File: src/rtl/mem_port_arbiter.sv
// mem_port_arbiter: shares one memory port between instruction fetch and
// data load/store. Picks a winner, formats the word-aligned access (byte
// enables, store-lane replication) and returns aligned, extended load data.
// Only one transaction is outstanding at a time.
module mem_port_arbiter #(
    parameter int MAX_DATA_STREAK = 4
) (
    input  logic        clk,
    input  logic        reset_n,
    input  logic        instr_req,
    input  logic [31:0] instr_addr,
    output logic        instr_gnt,
    output logic        instr_rvalid,
    output logic [31:0] instr_rdata,
    input  logic        data_req,
    input  logic        data_wr,
    input  logic [1:0]  data_byte,
    input  logic        data_zero_extnd,
    input  logic [31:0] data_addr,
    input  logic [31:0] data_wdata,
    output logic        data_gnt,
    output logic        data_rvalid,
    output logic [31:0] data_rdata,
    output logic        misaligned_err,
    output logic        mem_req,
    output logic        mem_we,
    output logic [3:0]  mem_be,
    output logic [31:0] mem_addr,
    output logic [31:0] mem_wdata,
    input  logic        mem_gnt,
    input  logic        mem_rvalid,
    input  logic [31:0] mem_rdata
);
    localparam logic [1:0] ST_IDLE = 2'd0;
    localparam logic [1:0] ST_REQ  = 2'd1;
    localparam logic [1:0] ST_RESP = 2'd2;
    localparam logic [1:0] ST_ERR  = 2'd3;

    localparam logic [1:0] SZ_BYTE = 2'd0;
    localparam logic [1:0] SZ_HALF = 2'd1;
    localparam logic [1:0] SZ_WORD = 2'd3;

    localparam int SW = (MAX_DATA_STREAK < 1) ? 1 : $clog2(MAX_DATA_STREAK + 1);
    localparam logic [SW-1:0] STREAK_MAX = SW'(MAX_DATA_STREAK);

    // Access is rejected when the size is reserved or the address is not
    // naturally aligned for the size.
    function automatic logic misaligned_f(input logic [1:0] size, input logic [1:0] lo);
        logic bad;
        case (size)
            SZ_BYTE: bad = 1'b0;
            SZ_HALF: bad = lo[0];
            SZ_WORD: bad = (lo != 2'b00);
            default: bad = 1'b1;
        endcase
        return bad;
    endfunction

    function automatic logic [3:0] byte_en_f(input logic [1:0] size, input logic [1:0] lo);
        logic [3:0] be;
        case (size)
            SZ_BYTE: be = 4'b0001 << lo;
            SZ_HALF: be = 4'b0011 << lo;
            default: be = 4'b1111;
        endcase
        return be;
    endfunction

    // Replicate the LSB-justified store data onto every lane so the byte
    // enables alone select the written bytes.
    function automatic logic [31:0] lanes_f(input logic [1:0] size, input logic [31:0] wd);
        logic [31:0] v;
        case (size)
            SZ_BYTE: v = {4{wd[7:0]}};
            SZ_HALF: v = {2{wd[15:0]}};
            default: v = wd;
        endcase
        return v;
    endfunction

    function automatic logic [31:0] load_f(input logic [1:0] size, input logic zext,
                                           input logic [1:0] lo, input logic [31:0] rd);
        logic [31:0] sh;
        logic [31:0] v;
        sh = rd >> {lo, 3'b000};
        case (size)
            SZ_BYTE: v = {{24{~zext & sh[7]}}, sh[7:0]};
            SZ_HALF: v = {{16{~zext & sh[15]}}, sh[15:0]};
            default: v = rd;
        endcase
        return v;
    endfunction

    logic [1:0]    state_r;
    logic [SW-1:0] streak_r;
    logic          owner_data_r;
    logic [1:0]    size_r;
    logic          zext_r;
    logic          we_r;
    logic [1:0]    lo_r;
    logic          mem_req_r;
    logic          mem_we_r;
    logic [3:0]    mem_be_r;
    logic [31:0]   mem_addr_r;
    logic [31:0]   mem_wdata_r;
    logic          instr_rvalid_r;
    logic [31:0]   instr_rdata_r;
    logic          data_rvalid_r;
    logic [31:0]   data_rdata_r;
    logic          mis_err_r;

    logic          fetch_forced_s;
    logic          pick_data_s;
    logic          pick_instr_s;
    logic          data_bad_s;
    logic [SW-1:0] streak_next_s;
    logic          unused_addr_bits_s;

    assign data_bad_s         = misaligned_f(data_byte, data_addr[1:0]);
    assign unused_addr_bits_s = ^instr_addr[1:0];

    // Arbitration: data wins unless fetch has waited through a full data streak.
    always_comb begin
        fetch_forced_s = instr_req & (streak_r == STREAK_MAX);
        pick_data_s    = 1'b0;
        pick_instr_s   = 1'b0;
        if (state_r == ST_IDLE) begin
            if (data_req & ~fetch_forced_s) begin
                pick_data_s = 1'b1;
            end else if (instr_req) begin
                pick_instr_s = 1'b1;
            end else begin
                pick_data_s  = 1'b0;
                pick_instr_s = 1'b0;
            end
        end else begin
            pick_data_s  = 1'b0;
            pick_instr_s = 1'b0;
        end
    end

    // Streak counts data wins while fetch waits; anything else clears it.
    always_comb begin
        streak_next_s = streak_r;
        if (state_r == ST_IDLE) begin
            if (pick_data_s & instr_req) begin
                streak_next_s = (streak_r == STREAK_MAX) ? streak_r : streak_r + 1'b1;
            end else begin
                streak_next_s = {SW{1'b0}};
            end
        end else begin
            streak_next_s = streak_r;
        end
    end

    // Sequencer FSM: latch the winner, drive memory, register the response.
    always_ff @(posedge clk) begin
        if (!reset_n) begin
            state_r        <= ST_IDLE;
            streak_r       <= {SW{1'b0}};
            owner_data_r   <= 1'b0;
            size_r         <= 2'd0;
            zext_r         <= 1'b0;
            we_r           <= 1'b0;
            lo_r           <= 2'd0;
            mem_req_r      <= 1'b0;
            mem_we_r       <= 1'b0;
            mem_be_r       <= 4'd0;
            mem_addr_r     <= 32'd0;
            mem_wdata_r    <= 32'd0;
            instr_rvalid_r <= 1'b0;
            instr_rdata_r  <= 32'd0;
            data_rvalid_r  <= 1'b0;
            data_rdata_r   <= 32'd0;
            mis_err_r      <= 1'b0;
        end else begin
            instr_rvalid_r <= 1'b0;
            data_rvalid_r  <= 1'b0;
            mis_err_r      <= 1'b0;
            streak_r       <= streak_next_s;
            case (state_r)
                ST_IDLE: begin
                    if (pick_data_s) begin
                        owner_data_r <= 1'b1;
                        size_r       <= data_byte;
                        zext_r       <= data_zero_extnd;
                        we_r         <= data_wr;
                        lo_r         <= data_addr[1:0];
                        if (data_bad_s) begin
                            state_r <= ST_ERR;
                        end else begin
                            state_r     <= ST_REQ;
                            mem_req_r   <= 1'b1;
                            mem_we_r    <= data_wr;
                            mem_be_r    <= byte_en_f(data_byte, data_addr[1:0]);
                            mem_addr_r  <= {data_addr[31:2], 2'b00};
                            mem_wdata_r <= lanes_f(data_byte, data_wdata);
                        end
                    end else if (pick_instr_s) begin
                        owner_data_r <= 1'b0;
                        size_r       <= SZ_WORD;
                        zext_r       <= 1'b0;
                        we_r         <= 1'b0;
                        lo_r         <= 2'd0;
                        state_r      <= ST_REQ;
                        mem_req_r    <= 1'b1;
                        mem_we_r     <= 1'b0;
                        mem_be_r     <= 4'b1111;
                        mem_addr_r   <= {instr_addr[31:2], 2'b00};
                        mem_wdata_r  <= 32'd0;
                    end else begin
                        state_r <= ST_IDLE;
                    end
                end
                ST_REQ: begin
                    if (mem_gnt) begin
                        state_r   <= ST_RESP;
                        mem_req_r <= 1'b0;
                    end else begin
                        state_r <= ST_REQ;
                    end
                end
                ST_RESP: begin
                    if (mem_rvalid) begin
                        state_r <= ST_IDLE;
                        if (owner_data_r) begin
                            data_rvalid_r <= 1'b1;
                            data_rdata_r  <= we_r ? 32'd0 : load_f(size_r, zext_r, lo_r, mem_rdata);
                        end else begin
                            instr_rvalid_r <= 1'b1;
                            instr_rdata_r  <= mem_rdata;
                        end
                    end else begin
                        state_r <= ST_RESP;
                    end
                end
                ST_ERR: begin
                    state_r       <= ST_IDLE;
                    data_rvalid_r <= 1'b1;
                    mis_err_r     <= 1'b1;
                    data_rdata_r  <= 32'd0;
                end
                default: begin
                    state_r   <= ST_IDLE;
                    mem_req_r <= 1'b0;
                end
            endcase
        end
    end

    // Grants must coincide with the memory accept, so they decode the state
    // register together with mem_gnt; the error grant is the ERR state itself.
    assign instr_gnt      = (state_r == ST_REQ) & mem_gnt & ~owner_data_r;
    assign data_gnt       = ((state_r == ST_REQ) & mem_gnt & owner_data_r) | (state_r == ST_ERR);
    assign instr_rvalid   = instr_rvalid_r;
    assign instr_rdata    = instr_rdata_r;
    assign data_rvalid    = data_rvalid_r;
    assign data_rdata     = data_rdata_r;
    assign misaligned_err = mis_err_r;
    assign mem_req        = mem_req_r;
    assign mem_we         = mem_we_r;
    assign mem_be         = mem_be_r;
    assign mem_addr       = mem_addr_r;
    assign mem_wdata      = mem_wdata_r;
endmodule

File: config.mk
export PLATFORM = sky130hd
export DESIGN_NAME = mem_port_arbiter
export DESIGN_NICKNAME = d
export VERILOG_FILES = /design/src/rtl/mem_port_arbiter.sv
export SDC_FILE = /design/constraint.sdc
export NUM_CORES = 1
export LEC_CHECK = 0
export BUFFER_PORTS_ARGS = -buffer_cell sky130_fd_sc_hd__buf_4
export CAP_MARGIN = 10
export CORE_ASPECT_RATIO = 2
export CORE_MARGIN = 3
export CORE_UTILIZATION = 30
export CTS_CLUSTER_SIZE = 10
export DETAILED_ROUTE_END_ITERATION = 8
export PLACE_DENSITY_LB_ADDON = 0.1
export SYNTH_ARGS = -nofsm -noshare
export SYNTH_HDL_FRONTEND = slang
export SYNTH_SLANG_ARGS = --single-unit
File: constraint.sdc
create_clock -name clk -period 1.7 [get_ports clk]
set_input_delay 0.17 -clock clk [delete_from_list [all_inputs] [get_ports clk]]
set_output_delay 0.17 -clock clk [all_outputs]
set_load 0.01 [all_outputs]
After elaboration in Yosys (flattened, before gate mapping)
Cells that the tools add are included.
{"block": "totals", "ff_bits": 149, "in_bits": 138, "output_inout_bits": 139, "wordCells": 111}
{"block": "classes", "n_addsub": 1, "eq_ne": 14, "shifts": 3, "mux": 50, "n_bitwise": 12, "reduce_logical": 14}
{"operator": "$mux 32", "count": 9}
{"operator": "$pmux 32 s2", "count": 3}
{"operator": "$shr 32x5->16", "count": 1}
{"operator": "$mux 1", "count": 20}
{"operator": "$mux 2", "count": 8}
{"operator": "$mux 4", "count": 3}
{"operator": "$reduce_and 3->1", "count": 4}
{"operator": "$ne 2x2->1 const B", "count": 5}
{"operator": "$and 1x1->1", "count": 8}
{"operator": "$pmux 2 s4", "count": 1}
{"operator": "$pmux 4 s2", "count": 1}
{"operator": "$reduce_bool 2->1", "count": 4}
{"operator": "$eq 2x1->1 const B", "count": 3}
{"operator": "$eq 2x2->1 const B", "count": 3}
{"operator": "$logic_not 2->1", "count": 3}
{"operator": "$mux 3", "count": 2}
{"operator": "$ne 3x3->1 const B", "count": 2}
{"operator": "$pmux 1 s2", "count": 2}
{"operator": "$reduce_and 2->1", "count": 2}
{"operator": "$reduce_and 4->1", "count": 1}
{"operator": "$shl 1x2->4 const A", "count": 1}
{"operator": "$shl 2x2->4 const A", "count": 1}
{"operator": "$add 3x1->3 const B", "count": 1}
{"operator": "$eq 3x3->1 const B", "count": 1}
{"operator": "other kinds (3)", "count": 5}

Depth between registers and ports, before layout
Gate-level depths: netlist of the first run.
{"block": "logic_depth", "depth_word": 9, "ltp_mapped": 8, "mapped_depth_nobuf": 6}

Least setup slack after synthesis of the first run
No wires, ideal clock.
{"block": "synth_path", "path_kind": "reg2reg", "start": "reg lo_r[0]", "end": "reg data_rdata_r[16], in the netlist data_rdata[16]", "setup_time_ns": 0.060, "t_arrival_ns": 1.602, "required_time_ns": 1.640, "setup_slack_ns": 0.039, "stages_incl_launch_ff": 7, "path_buffers": 2, "synth_period_minus_slack_ns": 1.661, "cell_sequence": "dfxtp_1 buf_4 nand2b_1 mux4_2 nor4_4 buf_6 a221o_1"}
{"block": "synth_between", "elab_chain_len": 7, "elab_cells_between_ends": 8, "classes_between": "shift: 1; mux: 5; bitwise: 2"}
{"element": "start, declared", "line": "100", "text": "logic [1:0] lo_r;"}
{"element": "start signal, assigned", "line": "188", "text": "lo_r <= data_addr[1:0];"}
{"element": "$shr 32x5->16 *", "line": "85", "text": "sh = rd >> {lo, 3'b000};"}
{"element": "$and 1x1->1 (on tied branches)", "line": "88, 87"}
{"element": "$pmux 32 s2 *", "line": "86", "text": "case (size)"}
{"element": "$mux 32 *", "line": "228", "text": "data_rdata_r <= we_r ? 32'd0 : load_f(size_r, zext_r, lo_r, mem_rdata);"}
{"element": "$mux 32 *", "line": "226", "text": "if (owner_data_r) begin"}
{"element": "$mux 32 *", "line": "224", "text": "if (mem_rvalid) begin"}
{"element": "$pmux 32 s2 *", "line": "181", "text": "case (state_r)"}
{"element": "end signal, assigned", "line": "228"}
{"element": "end, declared", "line": "109", "text": "logic [31:0] data_rdata_r;"}
Mark *: on every way between the ends. The rest lies on a longest branch, timed or not. The select of a mux whose other input is x is not followed.
A chain may end at the register's enable or synchronous reset.

Final worst setup path of the first run
{"block": "layout_path", "start": "reg lo_r[0]", "end": "reg data_rdata_r[30], in the netlist data_rdata[30]"}
The elaborated chain is that of the path after synthesis.

==> flow_summary.ini, run 1 <==
[clock_network]
cts_max_path_buffers = 2
cts_root_buf = clkbuf_16
clkLatencyLatePin_ns = 0.42
cts_tree = built
h-tree-depth = 4
cts_buffers = 17
clock_sinks = 147
path_clk_slew_ns = 0.07

[yosys]
syn_area_um2 = 6650
ys_types = 53
synthTopCellsByArea = dfxtp_1 44%, mux2i_1 11%, nand2_1 8.5%, o221ai_1 4.9%, a21oi_1 4.6%
async_flop_share = 0
yosys_register_bits = 147
yosys_warnings = 0
yosysSeqAreaShare = 0.4425
synth_flop_cell = dfxtp_1
synth_area_per_cell_um2 = 8.808
synth_edf_count = 0
synth_area_leader_cell = dfxtp_1
syn_inst = 755
synth_top_area_frac = 0.4425

[place]
gp_congestion = 0.8415
port_buffers = 272
hpwl_um = 18810
place_ws_ns = -0.04181

[timing]
setup_viol = 0
period_minus_slack_ns = 1.629
drv_slew = 0
relSlewSlack = 0.5571
max_freq_ghz = 0.6140
setup_slack_ns = 0.07131
fin_crit_sh = 0.9581
finalSetupTns_ns = 0
fin_skew_ns = 0.01155
finalHoldViolations = 0
worstMarginPinSlew_ns = 0.6644

[global_route]
antenna_found_initial = 0
grt.overflow.total = 0
grt_start_max_net_pins = 76
grt_usage = 0.2030
grt_pass1_wl_um = 38360
grt_pass1_vias = 6744

[run]
drv_cap = 0

[critical_path]
cp.arrival_ns = 1.99
cp_max_fo = 16
crit-reg2reg-launch = lo_r[0]
cp_top_family = multiplexers
critPathKind = flop to flop
end_kind = flop
critPathBufInv = 1
worstSetupStartpointType = flop
r2r_slack_ns = 0.07
cp_cell_sequence = nand2b_1, mux4_2, nor4_4, buf_12, a221o_1
crit_slowest_cell = mux4_2
critPathRequiredTime_ns = 2.06
startpoint = lo_r[0]
critical-path-max-stage-delay_ns = 0.51

[die]
start_util = 0.3067
die-area_um2 = 24100
core_region_area_um2 = 21680
die_h_um = 216.6
ios = 277
dieWidth_um = 111.3
rows = 76

[detailed_routing]
vias_per_cell = 5.112
wire_per_inst_um = 19.05
first_pass_iters = 7
dr_total_vias = 6789
wirelength_um = 25300
dr.first_iter.drc_count = 272
drc_errors = 0
ant_nets = 0

[outcome]
status = finished, final reports clean

[power]
power.total_w = 0.009522
p_leak_nw = 4.360
powerDensity_nw_per_um2 = 943.5
peakVddDrop_v = 0.0005253

[cells_and_area]
final_layout_size_suffix_gt1_frac = 0.3555
fin_util = 0.4655
nNetsFinal = 1182
n_antenna_cell = 0
area_growth_pct = 51.76

[hold_path]
hp-class = input pin to flop
hold_start = mem_rdata[9]
==> final cells by class <==
cell class / instances / area [um2]
multi-input combinational: 534 / 3461
timing repair buffer: 337 / 2753
clock buffer: 18 / 429.2
fill: 2201 / 11590
tap: 273 / 341.6
clock inverter: 14 / 142.6
sequential: 147 / 2947
inverter: 5 / 18.77
==> Yosys cell counts, types with 5 or more instances <==
| library cell | instances |
|---|---|
| a221o_1 | 16 |
| mux2i_1 | 71 |
| a21oi_1 | 61 |
| dfxtp_1 | 147 |
| buf_2 | 14 |
| nor2_1 | 19 |
| o211ai_1 | 8 |
| a2bb2oi_1 | 7 |
| o221ai_1 | 37 |
| o21ai_0 | 7 |
| nor2b_1 | 7 |
| nand2_1 | 151 |
| a32o_1 | 8 |
| nand2b_1 | 13 |
| o22ai_1 | 22 |
| a22oi_1 | 12 |
| nand3_1 | 36 |
| o31ai_1 | 5 |
| nor3b_1 | 8 |
| clkbuf_1 | 50 |
| a21o_1 | 8 |
==> report_power, final <==
part / switching (W) / internal (W) / total (W)
combinational: 0.00102 / 0.00101 / 0.00204
sequential: 0.000151 / 0.00365 / 0.00380
clock: 0.00162 / 0.00206 / 0.00368
total: 0.00279 / 0.00673 / 0.00952
==> metal layers <==
| metal | global-route usage | vias up | wire length, um |
|---|---|---|---|
| met5 | 0 | - | 0 |
| met4 | 0.07633 | 0 | 639 |
| met3 | 0.04722 | 29 | 1320 |
| met2 | 0.4027 | 205 | 14620 |
| met1 | 0.1990 | 3225 | 8711 |
| li1 | - | 3330 | - |
==> flip-flops by register name, indices dropped and copies added, names as in the netlist <==
| name | cells |
|---|---|
| instr_rvalid | 1 |
| misaligned_err | 1 |
| data_rdata | 32 |
| size_r | 2 |
| we_r | 1 |
| mem_wdata | 32 |
| state_r | 2 |
| data_rvalid | 1 |
| mem_be | 4 |
| streak_r | 3 |
| mem_addr | 30 |
| mem_we | 1 |
| owner_data_r | 1 |
| instr_rdata | 32 |
| zext_r | 1 |
| mem_req | 1 |
| lo_r | 2 |
==> path summary, 6_finish.rpt <==
path / endpoint / depth (start not counted)
max: data_rdata[30] / 5
min: instr_rdata[9] / 3
max reg2reg: data_rdata[30] / 5
min reg2reg: instr_rdata[21] / 2
==> worst register-to-register path, stage by stage, from the launching register on <==
cell and delay, ns:
dfxtp_2 0.36, nand2b_1 0.18, mux4_2 0.51, nor4_4 0.22, buf_12 0.18, a221o_1 0.12
==> cell usage in the layout (no fill, tap or decap), types with 3 or more instances in the layout <==
master         count
dfxtp_2            3
a2bb2oi_1          7
nor3b_1            7
o211ai_1           8
buf_12            10
a21o_1             8
buf_4            302
nor2b_1            6
dlygate4sd3_1     21
o31ai_1            5
inv_6              6
mux2i_1           68
nor2_1            18
dfxtp_1          144
clkinvlp_4         5
clkbuf_16         18
nand2_1          150
a32o_1             8
a221o_1           16
inv_1              4
a22oi_1           12
o21ai_0            7
nand2b_1          13
o22ai_1           22
and3_1             3
a21oi_1           60
o221ai_1          37
nand3_1           34
mux2i_2            3
==> through the flow <==
| stage | hold WS, ns | instances | instance area (um2) |
|---|---|---|---|
| 3_5_place_dp | 0.4155 | 1271 | 9194 |
| 4_1_cts | 0.0001246 | 1325 | 10030 |
| 2_1_floorplan | 0.2958 | 756 | 6654 |
| 5_1_grt | 0.009637 | 1328 | 10090 |
| 6_report | 0.02739 | 1328 | 10090 |
| 3_3_place_gp | 0.4151 | 1271 | 9194 |
==> cell families after synthesis <==
group | share of synthesized area
simple gates | 0.1722
other cells | 0.0005639
mux | 0.1136
fa+ha+maj | 0.003762
buf+inv | 0.04779
flops | 0.4425
compound gates | 0.2196
==> timing repair <==
item / 4_1_cts / 5_1_grt
gates resized for setup: 6 / 12
setup endpoints to repair: 24 / 67
pin swaps: 2 / 2
setup buffers: 0 / 2
gates cloned: 1 / 1
hold buffers: 21 / 0
endpoints found under the hold margin: 21 / 0
No activity file was read; power rests on OpenSTA's default activity.
==> inputs of run 2 (changes only) <==
--- a/config.mk
+++ b/config.mk
@@ -5,11 +5,12 @@
 export SDC_FILE = /design/constraint.sdc
 export NUM_CORES = 1
 export LEC_CHECK = 0
+export ABC_AREA = 1
 export BUFFER_PORTS_ARGS = -buffer_cell sky130_fd_sc_hd__buf_4
 export CAP_MARGIN = 10
 export CORE_ASPECT_RATIO = 2
 export CORE_MARGIN = 3
-export CORE_UTILIZATION = 30
+export CORE_UTILIZATION = 44
 export CTS_CLUSTER_SIZE = 10
 export DETAILED_ROUTE_END_ITERATION = 8
 export PLACE_DENSITY_LB_ADDON = 0.1
==> run 2 against run 1 <==
Non-clock buffer count is 19 lower. Core utilization is 20 points higher. First-iteration DRC count is 47% higher. Worst hold slack worse by 0.0094 ns. Sequential power is 1% higher. Setup slack better by 0.012 ns. Design area is 1.9% lower. Register-to-register slack hardly changed. Clock-buffer cell count is 1 higher. Area after synthesis is 0.75% higher. Largest cell class unchanged.
==> flow_summary.ini, run 2 <==
[critical_path]
worstSetupStartpointType = flop
r2r_cells = 12
critical-path-max-stage-delay_ns = 0.32
crit_slowest_cell = dfxtp_2
critPathRequiredTime_ns = 2.05
cp.arrival_ns = 1.97
end_kind = flop
critPathKind = flop to flop
cpMostUsedCell = nand2_1
startpoint = streak_r[0]
critPathBufInv = 4
cp_top_family = buffers and inverters
r2r_slack_ns = 0.08
cp_cell_sequence = inv_1, ha_1, nand3_1, nand2_2, buf_4, nor2_4, buf_12, clkbuf_16, o211ai_1, nand2_1, nand2_1, nor2_1
cp_max_fo = 9
crit-reg2reg-capture = mem_wdata[25]
crit-reg2reg-launch = streak_r[0]
crit_cells = 12

[yosys]
yosys.area_share.xor_xnor = 0
synth_top_area_frac = 0.4392
synth_area_leader_cell = dfxtp_1
synthAdderAreaFrac = 0.003735
synth_edf_count = 0
async_flop_share = 0
yosys-top-cells-count = 249 x nand2_1, 147 x dfxtp_1, 134 x a21oi_1
yosys_warnings = 0
yosys_register_bits = 147
synth_compound_area_frac = 0.2043
synth_area_per_cell_um2 = 6.900
syn_area_um2 = 6700
yosysSeqAreaShare = 0.4392
yosys.area_share.simple = 0.2607
synth_top_family_by_area = simple AND/OR/NAND/NOR gates
yosys.cell_count.top_type = nand2_1
syn_inst = 971
synthTopCellsByArea = dfxtp_1 44%, nand2_1 14%, a21oi_1 10%, nor2_1 7.0%, o21ai_0 6.6%
synth_flop_cell = dfxtp_1
synth_mux_area_frac = 0
ys_types = 33

[detailed_routing]
wirelength_um = 26170
first_pass_iters = 5
ant_nets = 0
drc_errors = 0
vias_per_cell = 5.153
wire_per_inst_um = 18.07
dr_total_vias = 7461
dr.first_iter.drc_count = 401

[clock_network]
cts_max_path_buffers = 2
cts_buffers = 17
clock_sinks = 147
cts_tree = built
cts_root_buf = clkbuf_16
path_clk_slew_ns = 0.06
h-tree-depth = 4
clkLatencyLatePin_ns = 0.42

[hold_path]
holdPathEnd = instr_rdata[5]
whs_path_depth = 3
hold_start = mem_rdata[5]
hp-class = input pin to flop

[global_route]
grt_pass1_wl_um = 37470
grt_usage = 0.2905
grt_pass1_vias = 7019
antenna_found_initial = 0
grt.overflow.total = 0
grt_start_max_net_pins = 57

[place]
hpwl_um = 18750
port_buffers = 272
gp_congestion = 0.9958

[power]
peakVddDrop_v = 0.0007028
power.total_w = 0.01024
p_leak_nw = 4.662
powerDensity_nw_per_um2 = 1034

[die]
die_h_um = 180.5
core_region_area_um2 = 14900
start_util = 0.4497
dieWidth_um = 93.26
die-area_um2 = 16830
ios = 277
rows = 63

[timing]
drv_slew = 0
period_minus_slack_ns = 1.617
relSlewSlack = 0.6678
max_freq_ghz = 0.6184
fin_crit_sh = 0.9512
fin_skew_ns = 0.008989
hold_ws_ns = 0.01800
worstMarginPinSlew_ns = 0.4931
finalHoldViolations = 0
setup_viol = 0

[cells_and_area]
n_antenna_cell = 0
nNetsFinal = 1381
fill_cells = 1389
final_layout_size_suffix_gt1_frac = 0.2993
final_cell_mix = 297 x buf_4, 247 x nand2_1, 145 x dfxtp_1, 134 x a21oi_1, 122 x nor2_1
final_common_cell = buf_4
area_growth_pct = 47.81

[outcome]
status = finished, final reports clean

[run]
drv_cap = 0
[run 2: cells by family (layout without fill, tap and decap cells)]
logic type | Yosys count | in the layout
compound gates | 258 | 258
fa+ha+maj | 2 | 2
buf+inv | 132 | 413
flops | 147 | 147
other cells | 1 | 2
simple gates | 431 | 431
[run 2: area by class of cell]
cell class                 count  area (um2)  area share
sequential                   147        2945      0.2974
multi-input combinational    693        3193      0.3224
inverter                      64       247.7     0.02502
clock buffer                  19       432.9     0.04371
clock inverter                12       182.7     0.01845
timing repair buffer         318        2658      0.2684
tap                          195       244.0     0.02464
[run 2: power breakdown]
part	switching, W	leakage (nW)	internal [W]
combinational	0.00134	3.18	0.00108
clock	0.00152	0.278	0.00245
sequential	0.000141	1.20	0.00370
[run 2: worst max-delay path by stage]
stage | endpoint | slack, ns
floorplan | mem_be[2] | 0.07
global placement | mem_be[1] | 0.03
detailed placement | mem_be[1] | -0.05
CTS | data_gnt | 0.03
global route | mem_wdata[7] | -0.02
finish | mem_wdata[25] | 0.08
[run 2: stage by stage]
step	instances	instance area, um2	utilization	setup slack (ns)	setup TNS, ns
after global routing	1448	9903	0.6647	-0.01727	-0.05404
after detailed placement	1409	9040	0.6068	-0.05147	-0.07603
after floorplan	972	6704	-	0.06638	0
final	1448	9903	0.6647	0.08298	0
after CTS	1440	9658	0.6483	0.02508	0
after global placement	1409	9040	0.6068	0.02703	0
[run 2: routing by layer]
layer,routed length (um),GRT usage,up-vias
met5,0,0,-
met4,1567,0.1867,0
met3,1438,0.05015,81
met2,14640,0.5536,294
met1,8530,0.2718,3405
li1,-,-,3681
[run 2: worst reg2reg max path: stages (launching register included)]
cell	delay (ns)
dfxtp_2	0.32
inv_1	0.04
ha_1	0.18
nand3_1	0.09
nand2_2	0.06
buf_4	0.14
nor2_4	0.09
buf_12	0.15
clkbuf_16	0.17
o211ai_1	0.09
nand2_1	0.07
nand2_1	0.04
nor2_1	0.09
[run 2: repair_timing]
| action | in CTS | in global routing |
|---|---|---|
| pin swaps | 0 | 3 |
| resized for setup | 1 | 33 |
| setup buffers | 0 | 1 |
| hold buffers | 0 | 0 |
| endpoints found under the setup margin | 4 | 66 |
| gates cloned | 0 | 7 |
